--- src/rtl/pll_reset_sequencer.sv ---
// rtl/pll_reset_sequencer.sv - PLL areset/lock qualification and downstream reset sequencer
// Retries lock after timeout, qualifies lock stability, then holds o_rst before RUN.
module pll_reset_sequencer #(
   parameter int unsigned AREST_CYCLES        = 4,
   parameter int unsigned LOCK_TIMEOUT_CYCLES = 32,
   parameter int unsigned LOCK_STABLE_CYCLES  = 8,
   parameter int unsigned RST_HOLD_CYCLES     = 16,
   parameter int unsigned MAX_RETRIES         = 2
) (
   input  logic       i_clk,
   input  logic       i_rst_n,
   input  logic       i_pll_locked,
   input  logic       i_restart,
   output logic       o_pll_areset,
   output logic       o_rst,
   output logic       o_ready,
   output logic       o_fail,
   output logic [2:0] o_state,
   output logic [3:0] o_retry_cnt,
   output logic [7:0] o_loss_cnt
);

   typedef enum logic [2:0] {
      ST_RESET     = 3'd0,
      ST_WAIT_LOCK = 3'd1,
      ST_STABLE    = 3'd2,
      ST_HOLD      = 3'd3,
      ST_RUN       = 3'd4,
      ST_FAIL      = 3'd5
   } state_t;

   localparam logic [15:0] L_AREST_LAST   = 16'(AREST_CYCLES - 1);
   localparam logic [15:0] L_TIMEOUT_LAST = 16'(LOCK_TIMEOUT_CYCLES - 1);
   localparam logic [15:0] L_STABLE_LAST  = 16'(LOCK_STABLE_CYCLES - 1);
   localparam logic [15:0] L_HOLD_LAST    = 16'(RST_HOLD_CYCLES - 1);
   localparam logic [3:0]  L_MAX_RETRIES  = 4'(MAX_RETRIES);

   logic        r_sync1;
   logic        r_sync2;
   state_t      r_state;
   state_t      w_next_state;
   logic [15:0] r_cnt;
   logic [3:0]  r_retry_cnt;
   logic [3:0]  w_retry_next;
   logic [7:0]  r_loss_cnt;
   logic [7:0]  w_loss_next;
   logic        w_lock_s;
   logic        w_cnt_run;

   always_ff @(posedge i_clk or negedge i_rst_n) begin
      if (!i_rst_n) begin
         r_sync1 <= 1'b0;
         r_sync2 <= 1'b0;
      end else begin
         r_sync1 <= i_pll_locked;
         r_sync2 <= r_sync1;
      end
   end

   assign w_lock_s = r_sync2;

   always_comb begin
      w_next_state = r_state;
      w_retry_next = r_retry_cnt;
      w_loss_next  = r_loss_cnt;
      case (r_state)
         ST_RESET: begin
            if (r_cnt == L_AREST_LAST) w_next_state = ST_WAIT_LOCK;
         end
         ST_WAIT_LOCK: begin
            if (w_lock_s) begin
               w_next_state = ST_STABLE;
            end else if (r_cnt == L_TIMEOUT_LAST) begin
               if (r_retry_cnt == L_MAX_RETRIES) begin
                  w_next_state = ST_FAIL;
               end else begin
                  w_retry_next = r_retry_cnt + 4'd1;
                  w_next_state = ST_RESET;
               end
            end
         end
         ST_STABLE: begin
            if (!w_lock_s)                   w_next_state = ST_WAIT_LOCK;
            else if (r_cnt == L_STABLE_LAST) w_next_state = ST_HOLD;
         end
         ST_HOLD: begin
            if (!w_lock_s) begin
               w_next_state = ST_RESET;
            end else if (r_cnt == L_HOLD_LAST) begin
               w_next_state = ST_RUN;
               w_retry_next = 4'd0;
            end
         end
         ST_RUN: begin
            if (!w_lock_s) begin
               w_next_state = ST_RESET;
               if (r_loss_cnt != 8'hFF) w_loss_next = r_loss_cnt + 8'd1;
            end
         end
         ST_FAIL: begin
            w_next_state = ST_FAIL;
         end
         default: begin
            w_next_state = ST_RESET;
         end
      endcase
      // Restart wins over everything, including a lock loss seen in the same cycle.
      if (i_restart) begin
         w_next_state = ST_RESET;
         w_retry_next = 4'd0;
         w_loss_next  = r_loss_cnt;
      end
   end

   assign w_cnt_run = (r_state == ST_RESET) || (r_state == ST_WAIT_LOCK) ||
                      (r_state == ST_STABLE) || (r_state == ST_HOLD);

   always_ff @(posedge i_clk or negedge i_rst_n) begin
      if (!i_rst_n) begin
         r_state     <= ST_RESET;
         r_cnt       <= 16'd0;
         r_retry_cnt <= 4'd0;
         r_loss_cnt  <= 8'd0;
      end else begin
         r_state     <= w_next_state;
         r_retry_cnt <= w_retry_next;
         r_loss_cnt  <= w_loss_next;
         if ((w_next_state != r_state) || i_restart) r_cnt <= 16'd0;
         else if (w_cnt_run)                         r_cnt <= r_cnt + 16'd1;
      end
   end

   assign o_state      = r_state;
   assign o_pll_areset = (r_state == ST_RESET) || (r_state == ST_FAIL);
   assign o_rst        = (r_state != ST_RUN);
   assign o_ready      = (r_state == ST_RUN);
   assign o_fail       = (r_state == ST_FAIL);
   assign o_retry_cnt  = r_retry_cnt;
   assign o_loss_cnt   = r_loss_cnt;

endmodule

--- config.mk ---
export PLATFORM = sky130hd
export DESIGN_NAME = pll_reset_sequencer
export DESIGN_NICKNAME = d
export VERILOG_FILES = /design/src/rtl/pll_reset_sequencer.sv
export SDC_FILE = /design/constraint.sdc
export NUM_CORES = 1
export LEC_CHECK = 0
export ABC_AREA = 1
export BUFFER_PORTS_ARGS = -buffer_cell sky130_fd_sc_hd__buf_2
export CAP_MARGIN = 30
export CORE_ASPECT_RATIO = 1.1
export CORE_MARGIN = 3
export CORE_UTILIZATION = 58
export CTS_BUF_LIST = sky130_fd_sc_hd__clkbuf_16
export CTS_CLUSTER_DIAMETER = 100
export DETAILED_ROUTE_END_ITERATION = 10
export PLACE_DENSITY = 0.77
export SLEW_MARGIN = 25
export SYNTH_ARGS = -nofsm -noshare
export SYNTH_HDL_FRONTEND = slang
export SYNTH_SLANG_ARGS = --single-unit
--- constraint.sdc ---
create_clock -name i_clk -period 1.9 [get_ports i_clk]
set_input_delay 0.095 -clock i_clk [delete_from_list [all_inputs] [get_ports i_clk]]
set_output_delay 0.095 -clock i_clk [all_outputs]
set_load 0.02 [all_outputs]
==> metrics <==
Synth warnings=0; setup TNS=0 ns; hold depth=2; Critical Path Sink=r_cnt[1]; worst r2r src=r_cnt[1]; die width=between 60 and 70 um; syn avg cell area=about 9 um^2; Synth top cells by count=nand2_1, dfrtp_1, nor2_1; IO Port Bufs=22; synthesized flop and latch total=33; 1st-pass router iterations=4; Final nets=~280; Final setup viols=0; CP top delay family=simple AND/OR/NAND/NOR gates; Period Utilization, post-route=slightly above 90%; Max Cap Violations=0; Clock power frac=between 40% and 50%; crit path from=r_cnt[1]; Clock Latency Late Sink=roughly 0.28 ns; CP arrival=roughly 2.0 ns; Final Slew Violations=0; Diodes inserted=0; P&R area growth vs syn=18.7%; ANT nets after route=0; Required @ worst endpoint=about 2.1 ns; maximum fanout along the worst path=7; global-route wire length before repair=between 7000 and 8000 um; Core Footprint=between 3000 and 4000 um^2; Worst setup EP type=flip-flop; CTS tree=built; Synth async-reset ratio=100%; Syn Inst Count=approximately 230; logic gate share of total power=between 10% and 20%; wirelength, routed=approximately 4200 um; GR Util All Layers=between 20% and 30%; Worst R2R End=r_cnt[1]; initial antenna violation count=0; Levels on crit path=10; Cell Int Power=~1.3 mW; Synth area leaders=dfrtp_1, nand2_1, nor2_4; Fin. Hold Viols=0; EDFF count, synth=0; num ports=23; critical path launch point type=flip-flop; Psw=approximately 0.46 mW; clock skew=0.00757 ns; # H-tree levels=2; Worst Path Buf+Inv=1; Top cell by count, worst path=nand3_2; Synth area leader=dfrtp_1; row count=21; Final WS setup=roughly 0.13 ns; maximum VDD drop=0.596 mV; Worst path max stage delay=about 0.40 ns; routed vias/inst=5.17; Fmax=between 500 and 600 MHz; CTS max path bufs=2; pin count of the biggest net entering global routing=34; area post-placement=~2200 um^2; Max stage delay cell, worst path=dfrtp_1; routed length per instance=around 13 um; relative slew slack=slightly above 50%; post-route insts no fill=about 320; CTS sink cnt=33; Cell Area, Synth=between 2000 and 2500 um^2; Final Critical Period=around 1.8 ns; min-delay worst type=primary input to flip-flop; Switching Fraction=a little over a quarter; critical path type=flip-flop to flip-flop; worst reg-to-reg path cell count=10; Overflow after GRT=0; die area=4260 um^2; Placed Instances=a little over 300; FF-to-FF setup slack=0.13 ns; syn_nets=between 200 and 250; DRT iter0 DRCs=74; status=finished clean; P per Cell Area=between 700 and 800 nW/um^2; worst hold slack=between 0.06 and 0.07 ns; Worst-Margin Slew=around 0.73 ns; post-layout util=75.5%; Place WS=about 0.024 ns; Netlist cell types=33; root buf cell=clkbuf_16; layout cells sized above 1=between 30% and 40%; RD Place Congestion=slightly below 0.9; Pleak=roughly 1.2 nW; number of global-route vias before repair=approximately 1600; Starting Density=a little under two thirds; Yosys top cell area share=between 40 and 50%; fin area=approximately 2400 um^2; Tot Pwr=between 1.5 and 2 mW; main flop type after synthesis=dfrtp_1; RSZ-0062 raised after global routing=no; drt drc=0; Post-DP HPWL=about 3000 um; top-count cell post-synth=nand2_1; critical path, cell by cell=ha_1 > nand3_2 > nor2_2 > nand3_2 > nand3_2 > nand3_2 > a21oi_2 > nand2_4 > buf_12 > nor2_4; Die H=just under 70 um; sequential fraction of design power=a little over two fifths; post-synthesis sequential area ratio=between 40% and 50%; vias=1628; register clock-pin slew on the reported worst setup and hold paths=0.05 ns; clock buffer count from CTS=5
## power groups by stage
stage                     logic [mW]  registers, mW  clock network (mW)
final                          0.240          0.762               0.745
after global routing           0.264          0.764               0.795
after CTS                      0.242          0.760               0.758
after detailed placement       0.236          0.771                   0
after global placement         0.228          0.769                   0
after floorplan                0.142          0.782                   0
## repair_timing
item,in CTS,in global routing
hold buffers,2,0
endpoints found under the hold margin,34,0
buffers inserted,0,2
resized for setup,0,5
setup endpoints to repair,0,21
## worst reg2reg max path: stages, from the launching register on
cell and delay (ns):
dfrtp_1 0.40, ha_1 0.19, nand3_2 0.11, nor2_2 0.17
nand3_2 0.12, nand3_2 0.11, nand3_2 0.07, a21oi_2 0.19
nand2_4 0.10, buf_12 0.16, nor2_4 0.08
## area by class of cell
cell class / instances / area, um^2
Timing Repair Buffer: 34 / 230
Multi-Input combinational cell: 168 / 1070
Fill cell: 250 / 785
Clock inverter: 2 / 7.51
Clock buffer: 5 / 125
Tap cell: 46 / 57.6
Inverter: 27 / 106
Sequential cell: 33 / 828
## cells in the final DEF (no fill, tap or decap), drive strengths merged, types with 4 or more instances in the layout
cell type,instances
inv,28
ha,5
clkbuf,5
dfrtp,33
nand4,5
a21oi,7
xnor2,7
nor3,4
nand2,50
nand3,19
xor2,13
nor2,42
buf,32
o21ai,8
## state kept, by name, summed over array words and instances, names as in the netlist
| signal | flops |
|---|---|
| r_cnt | 16 |
| o_loss_cnt | 8 |
| o_retry_cnt | 4 |
| o_state | 3 |
| r_sync1 | 1 |
| r_sync2 | 1 |
## how the worst min path moves through the flow
stage,endpoint,slack (ns),from
finish,o_state[1],0.07,i_restart
global route,o_state[1],0.08,i_restart
CTS,o_state[1],0.06,i_restart
detailed placement,o_retry_cnt[2],0.20,i_rst_n
global placement,o_retry_cnt[3],0.20,i_rst_n
floorplan,o_loss_cnt[0],-0.20,i_rst_n
## layer usage
layer  vias up  wire (um)  track usage, %
met5         -          0               0
met4         0         90            9.37
met3        11        164            5.42
met2        29       2000            38.7
met1       774       1960            27.6
li1        814          -               -
## cells by family after synthesis
family / share of synthesized area, %
AND/OR/NAND/NOR: 34.0
flip-flops: 40.5
buffers and inverters: 7.85
XOR/XNOR: 8.59
AO/OA/AOI/OAI: 5.46
adder cells (fa/ha/maj): 3.07
multiplexers: 0.491
(Power assumes the default switching activity.)
